## config.mk

```make
export PLATFORM = sky130hd
export DESIGN_NAME = hram_arbiter
export DESIGN_NICKNAME = d
export VERILOG_FILES = /design/src/rtl/hram_arbiter.sv
export SDC_FILE = /design/constraint.sdc
export NUM_CORES = 1
export LEC_CHECK = 0
export BUFFER_PORTS_ARGS = -buffer_cell sky130_fd_sc_hd__buf_2
export CAP_MARGIN = 20
export CELL_PAD_IN_SITES_DETAIL_PLACEMENT = 0
export CELL_PAD_IN_SITES_GLOBAL_PLACEMENT = 1
export CORE_AREA = 5 5 109 111
export DETAILED_ROUTE_END_ITERATION = 8
export DIE_AREA = 0 0 114 116
export HOLD_SLACK_MARGIN = 0.03
export PLACE_DENSITY = 0.78
export SLEW_MARGIN = 20
export SYNTH_ARGS = -nofsm -noshare
export SYNTH_HDL_FRONTEND = slang
export SYNTH_SLANG_ARGS = --single-unit
```

## constraint.sdc

```tcl
create_clock -name clk -period 1.7 [get_ports clk]
set_input_delay 0.425 -clock clk [delete_from_list [all_inputs] [get_ports clk]]
set_output_delay 0.425 -clock clk [all_outputs]
set_load 0.02 [all_outputs]
```

## src/rtl/hram_arbiter.sv

```systemverilog
// hram_arbiter: two-port front end for the shared HyperRAM transaction engine.
// One request at a time is latched, its length validated, issued to the engine
// as a single burst and owned until eng_done. Write/read data is routed to the
// granted port, and a CS# high gap is enforced before the next burst.
//
// state  | meaning
// IDLE   | no burst owned; pick a winner among pending requests
// CHECK  | command latched in eng_* regs; validate burst length
// ISSUE  | one-cycle eng_start to the engine
// ACTIVE | burst in flight; data routed by gnt until eng_done
// GAP    | CS# high gap countdown; gnt still held, no new issue

module hram_arbiter #(
    parameter int MAX_LEN     = 64,
    parameter int CSHI_CYCLES = 4
) (
    input  logic        clk,
    input  logic        rst,
    input  logic        req_a,
    input  logic        req_b,
    input  logic        we_a,
    input  logic        we_b,
    input  logic [31:0] addr_a,
    input  logic [31:0] addr_b,
    input  logic [7:0]  len_a,
    input  logic [7:0]  len_b,
    input  logic [15:0] wdata_a,
    input  logic [15:0] wdata_b,
    output logic        wreq_a,
    output logic        wreq_b,
    output logic [15:0] rdata,
    output logic        rvalid_a,
    output logic        rvalid_b,
    output logic        done_a,
    output logic        done_b,
    output logic        err_a,
    output logic        err_b,
    output logic        eng_start,
    output logic        eng_we,
    output logic [31:0] eng_addr,
    output logic [7:0]  eng_len,
    output logic [15:0] eng_wdata,
    input  logic        eng_wreq,
    input  logic [15:0] eng_rdata,
    input  logic        eng_rvalid,
    input  logic        eng_done
);

    localparam int GAP_W = (CSHI_CYCLES > 1) ? $clog2(CSHI_CYCLES) : 1;
    localparam logic [GAP_W-1:0] GAP_LOAD = GAP_W'(CSHI_CYCLES - 1);

    typedef enum logic [2:0] {
        S_IDLE,
        S_CHECK,
        S_ISSUE,
        S_ACTIVE,
        S_GAP
    } state_t;

    state_t           state;
    state_t           state_nxt;
    logic [1:0]       gnt;        // bit 0 = port A, bit 1 = port B
    logic             rr_ptr;     // 0 = A wins a tie, 1 = B wins a tie
    logic [GAP_W-1:0] gap_cnt;

    logic             pick_b;
    logic             grant_now;
    logic             len_bad;
    logic             burst_end;
    logic             gap_end;

    // Arbitration and phase-end decode. A grant is held off while a done pulse
    // is out so the finishing requester gets that cycle to drop its request.
    always_comb begin
        pick_b    = req_b & (~req_a | rr_ptr);
        grant_now = (state == S_IDLE) & (req_a | req_b) & ~done_a & ~done_b;
        len_bad   = (eng_len == 8'd0) || (int'({24'd0, eng_len}) > MAX_LEN);
        burst_end = (state == S_ACTIVE) & eng_done;
        gap_end   = (state == S_GAP) && (gap_cnt == '0);
    end

    // State register.
    always_ff @(posedge clk) begin
        if (rst) begin
            state <= S_IDLE;
        end else begin
            state <= state_nxt;
        end
    end

    // Next-state logic.
    always_comb begin
        state_nxt = state;
        case (state)
            S_IDLE: begin
                if (grant_now) begin
                    state_nxt = S_CHECK;
                end
            end
            S_CHECK: begin
                state_nxt = len_bad ? S_IDLE : S_ISSUE;
            end
            S_ISSUE: begin
                state_nxt = S_ACTIVE;
            end
            S_ACTIVE: begin
                if (eng_done) begin
                    state_nxt = S_GAP;
                end
            end
            S_GAP: begin
                if (gap_end) begin
                    state_nxt = S_IDLE;
                end
            end
            default: begin
                state_nxt = S_IDLE;
            end
        endcase
    end

    // Output decode: issue strobe plus zero-latency data routing on gnt.
    always_comb begin
        eng_start = (state == S_ISSUE);
        wreq_a    = 1'b0;
        wreq_b    = 1'b0;
        rvalid_a  = 1'b0;
        rvalid_b  = 1'b0;
        rdata     = '0;
        eng_wdata = '0;
        if (gnt[0]) begin
            eng_wdata = wdata_a;
        end else if (gnt[1]) begin
            eng_wdata = wdata_b;
        end
        if (state == S_ACTIVE) begin
            wreq_a   = eng_wreq & gnt[0];
            wreq_b   = eng_wreq & gnt[1];
            rvalid_a = eng_rvalid & gnt[0];
            rvalid_b = eng_rvalid & gnt[1];
            rdata    = eng_rdata;
        end
    end

    // Grant ownership and round-robin pointer; the pointer moves to the other
    // port whenever the owner completes, with or without error.
    always_ff @(posedge clk) begin
        if (rst) begin
            gnt    <= 2'b00;
            rr_ptr <= 1'b0;
        end else begin
            if (grant_now) begin
                gnt <= pick_b ? 2'b10 : 2'b01;
            end else if ((state == S_CHECK) && len_bad) begin
                gnt    <= 2'b00;
                rr_ptr <= gnt[0];
            end else if (burst_end) begin
                rr_ptr <= gnt[0];
            end else if (gap_end) begin
                gnt <= 2'b00;
            end
        end
    end

    // Command latch for the winner; held stable through the whole burst.
    always_ff @(posedge clk) begin
        if (rst) begin
            eng_we   <= 1'b0;
            eng_addr <= '0;
            eng_len  <= '0;
        end else if (grant_now) begin
            eng_we   <= pick_b ? we_b   : we_a;
            eng_addr <= pick_b ? addr_b : addr_a;
            eng_len  <= pick_b ? len_b  : len_a;
        end
    end

    // CS# high gap down-counter, loaded on eng_done, terminal count at zero.
    always_ff @(posedge clk) begin
        if (rst) begin
            gap_cnt <= '0;
        end else if (burst_end) begin
            gap_cnt <= GAP_LOAD;
        end else if ((state == S_GAP) && (gap_cnt != '0)) begin
            gap_cnt <= gap_cnt - 1'b1;
        end
    end

    // Completion pulses: rejected length from CHECK, or burst finished.
    always_ff @(posedge clk) begin
        if (rst) begin
            done_a <= 1'b0;
            done_b <= 1'b0;
            err_a  <= 1'b0;
            err_b  <= 1'b0;
        end else begin
            done_a <= 1'b0;
            done_b <= 1'b0;
            err_a  <= 1'b0;
            err_b  <= 1'b0;
            if ((state == S_CHECK) && len_bad) begin
                done_a <= gnt[0];
                done_b <= gnt[1];
                err_a  <= gnt[0];
                err_b  <= gnt[1];
            end else if (burst_end) begin
                done_a <= gnt[0];
                done_b <= gnt[1];
            end
        end
    end

endmodule

```

; ---- Yosys cells after proc, flatten, opt, wreduce, memory -nomap -nowiden
; Index checks and enable logic that the tools add are counted.
[word_totals]
ff_bits = 53
in_bits = 137
output_inout_bits = 82
word_cells = 80
[classes]
addsub = 1
order_cmp = 1
n_eq_ne = 8
n_mux = 28
bitwise_logic = 16
n_reduce_logical = 15
[ops]
columns = op, count
row1 = 2-to-1 mux 16 bit, 3
row2 = 2-to-1 mux 32 bit, 1
row3 = 2-to-1 mux 2 bit, 8
row4 = case mux 3 bit (5 select lines), 1
row5 = 2-to-1 mux 1 bit, 11
row6 = bitwise AND 1 bit, 9
row7 = 2-to-1 mux 3 bit, 3
row8 = > comparator 8 x 7 -> 1 bit (second input constant), 1
row9 = logical NOT 8 bit, 1
row10 = 2-to-1 mux 8 bit, 1
row11 = == test 3 x 2 -> 1 bit (second input constant), 2
row12 = inequality test 2 bit (second input constant), 3
row13 = nonzero test 2 bit, 3
row14 = inverter 1 bit, 5
row15 = AND reduction 2 bit, 2
row16 = == test 3 x 1 -> 1 bit (second input constant), 1
row17 = == test 3 bit (second input constant), 1
row18 = logical AND 1 bit, 3
row19 = logical NOT 3 bit, 1
row20 = inequality test 3 x 2 -> 1 bit (second input constant), 1
row21 = AND reduction 3 bit, 1
row22 = nonzero test 3 bit, 1
row23 = logical NOT 2 bit, 1
row24 = OR 1 bit, 2
row25 = 3 further kinds, 3

; ---- Logic depth before layout (Yosys ltp)
; Gate-level depths: netlist of run 1.
[logic_depth]
depth_word = 6
mapped_depth = 7
depth_no_buf = 6

; ---- Worst setup path after synthesis of run 1
; No wires, ideal clock.
[synth_path]
path_kind = register to output
start = register state[0]
end = output rvalid_a
arrival_time_ns = 1.276
required_time_ns = 1.275
path_slack_ns = -0.001
stages_incl_launch_ff = 5
path_buffers = 2
path_cell_list = dfxtp_1 > and3b_1 > clkbuf_1 > clkbuf_1 > and3_1
[synth_via]
elab_chain_len = 2
[synth_lines]
columns = item, line
row1 = "start, declared", 60  ; state_t state;
row2 = "start signal, assigned", 87  ; state <= state_nxt;
row3 = == test 3 x 2 -> 1 bit, 136  ; if (state == S_ACTIVE) begin
row4 = 2-to-1 mux 1 bit, 136
row5 = "end, declared", 32  ; output logic rvalid_a,
; Every way passes these cells.

; ---- Worst setup path in the final report of run 1
[layout_path]
start = register state[2]
end = output wreq_a
[layout_via]
elab_chain_len = 2
[layout_lines]
columns = item, line
row1 = == test 3 x 2 -> 1 bit, 136
row2 = 2-to-1 mux 1 bit, 136
row3 = "end, declared", 29  ; output logic wreq_a,
; Every way passes these cells.

==> results of run 1 <==
[cells by family (layout without fill, tap and decap cells)]
logic type / Yosys count / after routing / synth area share (%)
AOI/OAI and AO/OA: 75 / 75 / 26.5
xor gates and xnor gates: 1 / 1 / 0.310
adders and majority gates: 1 / 1 / 0.443
buffers and inverters: 35 / 265 / 7.35
DFF: 53 / 53 / 37.6
and+or+nand+nor: 171 / 171 / 27.8
[per-layer routing]
metal	wire [um]	share of wire [%]	vias to the layer above
met5	0	0	-
met4	112	1.0	0
li1	-	-	1646
met1	4420	40	1554
met3	768	7.0	10
met2	5630	51	132
[worst max-delay path, delay by kind of cell, from the launching register on]
family / cells / cell delay, ps
buffers and inverters: 2 / 240
flip-flops: 1 / 330
AND/OR/NAND/NOR: 2 / 470
[through the flow]
step	total power, mW	instance area, um2
floorplan	2.64	2830
global placement	3.12	4060
detailed placement	3.15	4060
CTS	3.88	4320
global route	4.41	4670
finish	4.15	4670
[cell usage after synthesis (2+ instances only)]
master	n	area (um2)
nand2_1	87	327
dfxtp_1	53	1060
nor2_1	47	176
a311oi_1	24	210
a311oi_2	19	285
clkbuf_1	18	67.6
and2_1	17	106
a22o_1	16	140
a21oi_1	6	30.0
buf_6	6	67.6
inv_1	5	18.8
and3_1	4	25.0
a21oi_2	3	26.3
buf_4	3	22.5
nand4b_1	3	26.3
nand2_4	2	22.5
nand3_1	2	10.0
o21ai_2	2	17.5
[power by group]
part / internal, mW / switching (mW) / total, mW / leakage, nW
Sequential: 1.43 / 0.121 / 1.55 / 0.440
Clock: 0.287 / 0.402 / 0.689 / 0.0450
Combinational: 0.868 / 1.04 / 1.91 / 1.79
[final cells by class]
class / instances / area [um2]
clock buffer: 6 / 72.6
clock inverter: 2 / 10.0
fill: 1093 / 6030
inverter: 6 / 22.5
multi-input combinational: 248 / 1640
sequential: 53 / 1070
tap: 140 / 175
timing repair buffer: 251 / 1680
[what timing repair did]
item                                   4_1_cts  5_1_grt
setup endpoints to repair                   36       73
gates cloned                                 2        7
endpoints found under the hold margin        0        0
resized for setup                           49       55
buffers inserted                             4        5
pin swaps                                    1       17
[final timing paths]
check / startpoint / slack [ps] / end / cells past startpoint
worst max-delay path: state[2] / -70 / wreq_a / 4
worst min-delay path: addr_b[9] / 370 / eng_addr[9] / 3
worst max register to register: state[2] / 90 / eng_len[1] / 8
worst min register to register: eng_addr[6] / 500 / eng_addr[6] / 2
[registers in the layout, summed over array words and instances (netlist names)]
name / count
eng_addr: 32
eng_len: 8
state: 3
gap_cnt: 2
gnt: 2
done_a: 1
done_b: 1
eng_we: 1
err_a: 1
err_b: 1
rr_ptr: 1
==> results.yml, run 1 <==
clock_network:
  cts_max_level: 2
  cts_tree: "built"
  hold_buffers: 0
  clock-root-buffer: "clkbuf_8"
  cts.reportedPaths.clkPinSlew_ps: 100
  clock-sinks: 53
  cts_buffers: 5
  clk-insertion-delay-late_ps: 300
  cts_max_path_buffers: 2
timing:
  drv_slew: 0
  timing.hold.ws_ps: 374
  max_slew_margin_pct: 72.2
  final_hold_viol_count: 0
  post-route-min-period_ps: 1770
  setup_ws_ps: -70.4
  finalClockSkew_ps: 8.86
  fin_crit_sh_pct: 104
  tns_ps: -846
  fmax_mhz: 565
  rsz0062_at_grt: "yes"
  worst_pin_slew_ps: 416
  finalSetupViolCount: 20
global_routing:
  antenna_found_initial: 0
  grt_util_all_layers_pct: 13.2
  globalRouteMet2Util_pct: 23.1
  met1_usage_pct: 15.9
  grt_pass1_wl_mm: 14.4
  grt_use_met3_pct: 3.81
  grt_max_degree: 49
  gr-total-overflow: 0
  grt_busiest_layer: "met2"
  grt_pass1_vias: 3140
logic_synthesis:
  syn_area_per_cell_um2: 8.41
  synth_sequential_area_ratio_pct: 37.6
  ys.flop_type: "dfxtp_1"
  syn_nets: 474
  synth_edf_count: 0
  yosysWarnings: 0
  syn-cell-area_um2: 2830
  synth_seq_cells: 53
  async_flop_share_pct: 0
  synth_cell_type_count: 37
  synth_cells: 336
routing:
  drcViolationCount: 0
  drt_iter0_drc: 100
  vias: 3342
  antenna_left: 0
  dr.pass1.iters: 5
  viasPerCell: 4.73
  finalWirelength_mm: 10.9
  post_drt_wl_per_cell_um: 15.5
critical_path:
  critPathMaxFanout: 6
  critPathArrivalTime_ps: 1350
  critPathCaptureType: "output pin"
  worst-setup-path-type: "reg -> out"
  cp-start-kind: "flip-flop"
  crit_required_ps: 1270
  cpMostUsedCell: "buf_6"
  slowest_stage: "dfxtp_2"
  cp_slowest_stage_delay_ps: 330
  path_cells: "and3b_2 -> buf_6 -> and3_4 -> buf_6"
pwr:
  peakVddDrop_mv: 0.465
  power_density_nw_per_um2: 889
  p_leak_nw: 2.27
floorplanning:
  start_util_pct: 26.4
  ios: 219
  die_x_um: 114
  core-area_um2: 10700
  fp.dieH_um: 116
  core.rowCount: 38
  die-area_um2: 13200
final_layout:
  antennaDiodeCount: 0
  fin_util_pct: 43.6
  final_nets: 703
  fin_cells: 706
  final_cell_mix: "buf_2 (181), nand2_1 (87), dfxtp_1 (49)"
  drive_above_1_share_pct: 55.3
  final_common_cell: "buf_2"
  area_growth_pct: 65.3
place:
  globalplace.congestion: 0.786
  pre_cts_slack_ps: 76.3
  port_buffers: 218
  dp.cells: 680
  place_hpwl_mm: 7.47
job:
  drv_cap: 0
outcome:
  status: "finished, violations left"
  violations: "negative setup slack"
hold_path:
  min_path_type: "in -> reg"
Power figures use the tool's default switching activity.
==> run 2, diff against run 1 <==
--- a/config.mk
+++ b/config.mk
@@ -5,15 +5,16 @@
 export SDC_FILE = /design/constraint.sdc
 export NUM_CORES = 1
 export LEC_CHECK = 0
+export ABC_AREA = 1
 export BUFFER_PORTS_ARGS = -buffer_cell sky130_fd_sc_hd__buf_2
 export CAP_MARGIN = 20
 export CELL_PAD_IN_SITES_DETAIL_PLACEMENT = 0
 export CELL_PAD_IN_SITES_GLOBAL_PLACEMENT = 1
-export CORE_AREA = 5 5 109 111
+export CORE_AREA = 5 5 112 114
 export DETAILED_ROUTE_END_ITERATION = 8
-export DIE_AREA = 0 0 114 116
+export DIE_AREA = 0 0 117 119
 export HOLD_SLACK_MARGIN = 0.03
-export PLACE_DENSITY = 0.78
+export PLACE_DENSITY = 0.77
 export SLEW_MARGIN = 20
 export SYNTH_ARGS = -nofsm -noshare
 export SYNTH_HDL_FRONTEND = slang
==> run 2 against run 1 <==
Net effect: the flow still finishes with violations (negative setup slack); wire length up 3.9%; synthesized area up 2.5%; sequential share of layout area up 0.75 points; die area up 5.3%; core utilization down 3.8 points; clock skew down 2.9 ps; combinational power about the same; synthesized cell count up 24%.
==> results.yml, run 2 <==
outcome:
  status: "finished, violations left"
  violations: "negative setup slack"
final_layout:
  final_nets: 763
  final_common_cell: "buf_2"
  largest_register_ffs: 32
  antennaDiodeCount: 0
  final_cell_mix: "buf_2 (196), nand2_1 (87), nand3_1 (52)"
  area_growth_pct: 55.9
  reg.largest.list: "eng_addr: 32 flops, eng_len: 8 flops, state: 3 flops"
  nFillCells: 1205
  fin_util_pct: 39.9
  drive_above_1_share_pct: 43.9
  regMostFlops: "eng_addr"
logic_synthesis:
  netlist_top_cells_count: "nand2_1 (88), dfxtp_1 (53), nand3_1 (53)"
  yosysMostFrequentCell: "nand2_1"
  yosys-top-cells-area: "dfxtp_1 (37%), nand2_1 (11%), nand4_1 (9.5%)"
  synth_cell_type_count: 24
  yosysWarnings: 0
  ys.flop_type: "dfxtp_1"
  syn_area_per_cell_um2: 6.93
  syn-cell-area_um2: 2900
  syn_nets: 556
  synth_seq_cells: 53
  synth_top_cell_by_area: "dfxtp_1"
  async_flop_share_pct: 0
  synth_top_cell_area_share_pct: 36.6
  synth_edf_count: 0
  synth_sequential_area_ratio_pct: 36.6
  synth_cells: 418
floorplanning:
  core-area_um2: 11300
  die-area_um2: 13900
  core.rowCount: 39
  fp.dieH_um: 119
  ios: 219
  start_util_pct: 25.6
  die_x_um: 117
timing:
  worst_pin_slew_ps: 506
  final_hold_viol_count: 0
  finalClockSkew_ps: 6.01
  max_slew_margin_pct: 66.3
  fin_crit_sh_pct: 100
  tns_ps: -8.02
  setup_ws_ps: -8.02
  finalSetupViolCount: 1
  rsz0062_at_grt: "yes"
  drv_slew: 0
  post-route-min-period_ps: 1710
  fmax_mhz: 585
clock_network:
  cts_max_path_buffers: 2
  clock-sinks: 53
  cts_max_level: 2
  cts_buffers: 5
  cts_tree: "built"
  cts.reportedPaths.clkPinSlew_ps: 70
  clk-insertion-delay-late_ps: 280
  hold_buffers: 0
  clock-root-buffer: "clkbuf_16"
global_routing:
  grt_util_all_layers_pct: 15.2
  antenna_found_initial: 0
  grt_pass1_vias: 3641
  grt_pass1_wl_mm: 17.5
  grt_max_degree: 58
  gr-total-overflow: 0
place:
  globalplace.congestion: 0.804
  place_hpwl_mm: 8.40
  port_buffers: 218
routing:
  finalWirelength_mm: 11.4
  vias: 3736
  viasPerCell: 4.86
  drcViolationCount: 0
  dr.pass1.iters: 4
  post_drt_wl_per_cell_um: 14.8
  antenna_left: 0
  drt_iter0_drc: 145
hold_path:
  worstHoldEndpoint: "eng_addr[25]"
  min_path_cells: 3
  min_path_type: "in -> reg"
  hp-start: "addr_a[25]"
critical_path:
  r2r-start: "state[0]"
  critPathCaptureType: "output pin"
  r2r_cells: 6
  r2r-end: "eng_addr[20]"
  cp-start-kind: "flip-flop"
  critPathArrivalTime_ps: 1280
  crit_required_ps: 1270
  reg2reg_setup_slack_ps: 190
  critPathMaxFanout: 6
  worst-setup-path-type: "reg -> out"
pwr:
  p_leak_nw: 2.29
  peakVddDrop_mv: 0.594
  power_density_nw_per_um2: 977
job:
  drv_cap: 0
==> run 2: logic make-up after synthesis <==
logic type               after synthesis  share of synthesized area, %
AND/OR/NAND/NOR                      234                          39.5
buffers and inverters                 76                          12.0
AO/OA/AOI/OAI                         53                          11.1
flip-flops                            53                          36.6
XOR/XNOR                               1                         0.302
adder cells (fa/ha/maj)                1                         0.432
==> run 2: per-layer routing <==
metal	routed length [um]	part of all wire, %	vias up	GRT usage [%]
li1	-	-	1853	-
met1	4520	40	1736	18.8
met2	5850	52	141	26.5
met3	918	8.1	6	3.60
met4	64	0.56	0	3.15
met5	0	0	-	0
==> run 2: worst max-delay path by stage <==
stage,startpoint,to,slack [ps],depth (start not counted)
6_report,state[2],wreq_a,-8,5
5_1_grt,state[2],wreq_a,-70,5
4_1_cts,state[2],rvalid_a,-6,5
3_5_place_dp,req_b,eng_addr[20],150,6
3_3_place_gp,req_b,eng_we,220,6
2_1_floorplan,state[0],rvalid_a,70,3
==> run 2: critical path, cell delays in order (launching register included) <==
cell and delay (ps):
dfxtp_4 360, inv_4 70, nand3_4 100, buf_12 170, nor3_2 130, buf_4 170
==> run 2: report_power, final <==
group / total, mW / internal (mW) / switching, mW
clock: 0.987 / 0.550 / 0.437
combinational: 1.88 / 0.698 / 1.19
sequential: 1.54 / 1.42 / 0.122
==> run 2: stage by stage <==
stage | total power [mW] | cell area [um2] | cells | setup WS (ps) | hold WS (ps)
floorplan | 2.74 | 2900 | 418 | 72.9 | 514
global placement | 3.37 | 4140 | 755 | 217 | 471
detailed placement | 3.39 | 4140 | 755 | 149 | 477
CTS | 4.39 | 4300 | 763 | -6.33 | 410
global route | 4.72 | 4520 | 769 | -67.9 | 409
finish | 4.41 | 4520 | 769 | -8.02 | 417
==> run 2: repair_timing <==
action,in CTS,in global routing
endpoints found under the hold margin,0,0
resized for setup,7,44
gates cloned,0,2
endpoints found under the setup margin,32,24
setup buffers,0,4
==> run 2: layout make-up <==
class | instances | area [um2] | area share, %
clock buffer | 8 | 136 | 3.02
inverter | 38 | 148 | 3.27
multi-input combinational | 289 | 1550 | 34.4
sequential | 53 | 1070 | 23.7
tap | 143 | 179 | 3.96
timing repair buffer | 238 | 1430 | 31.6
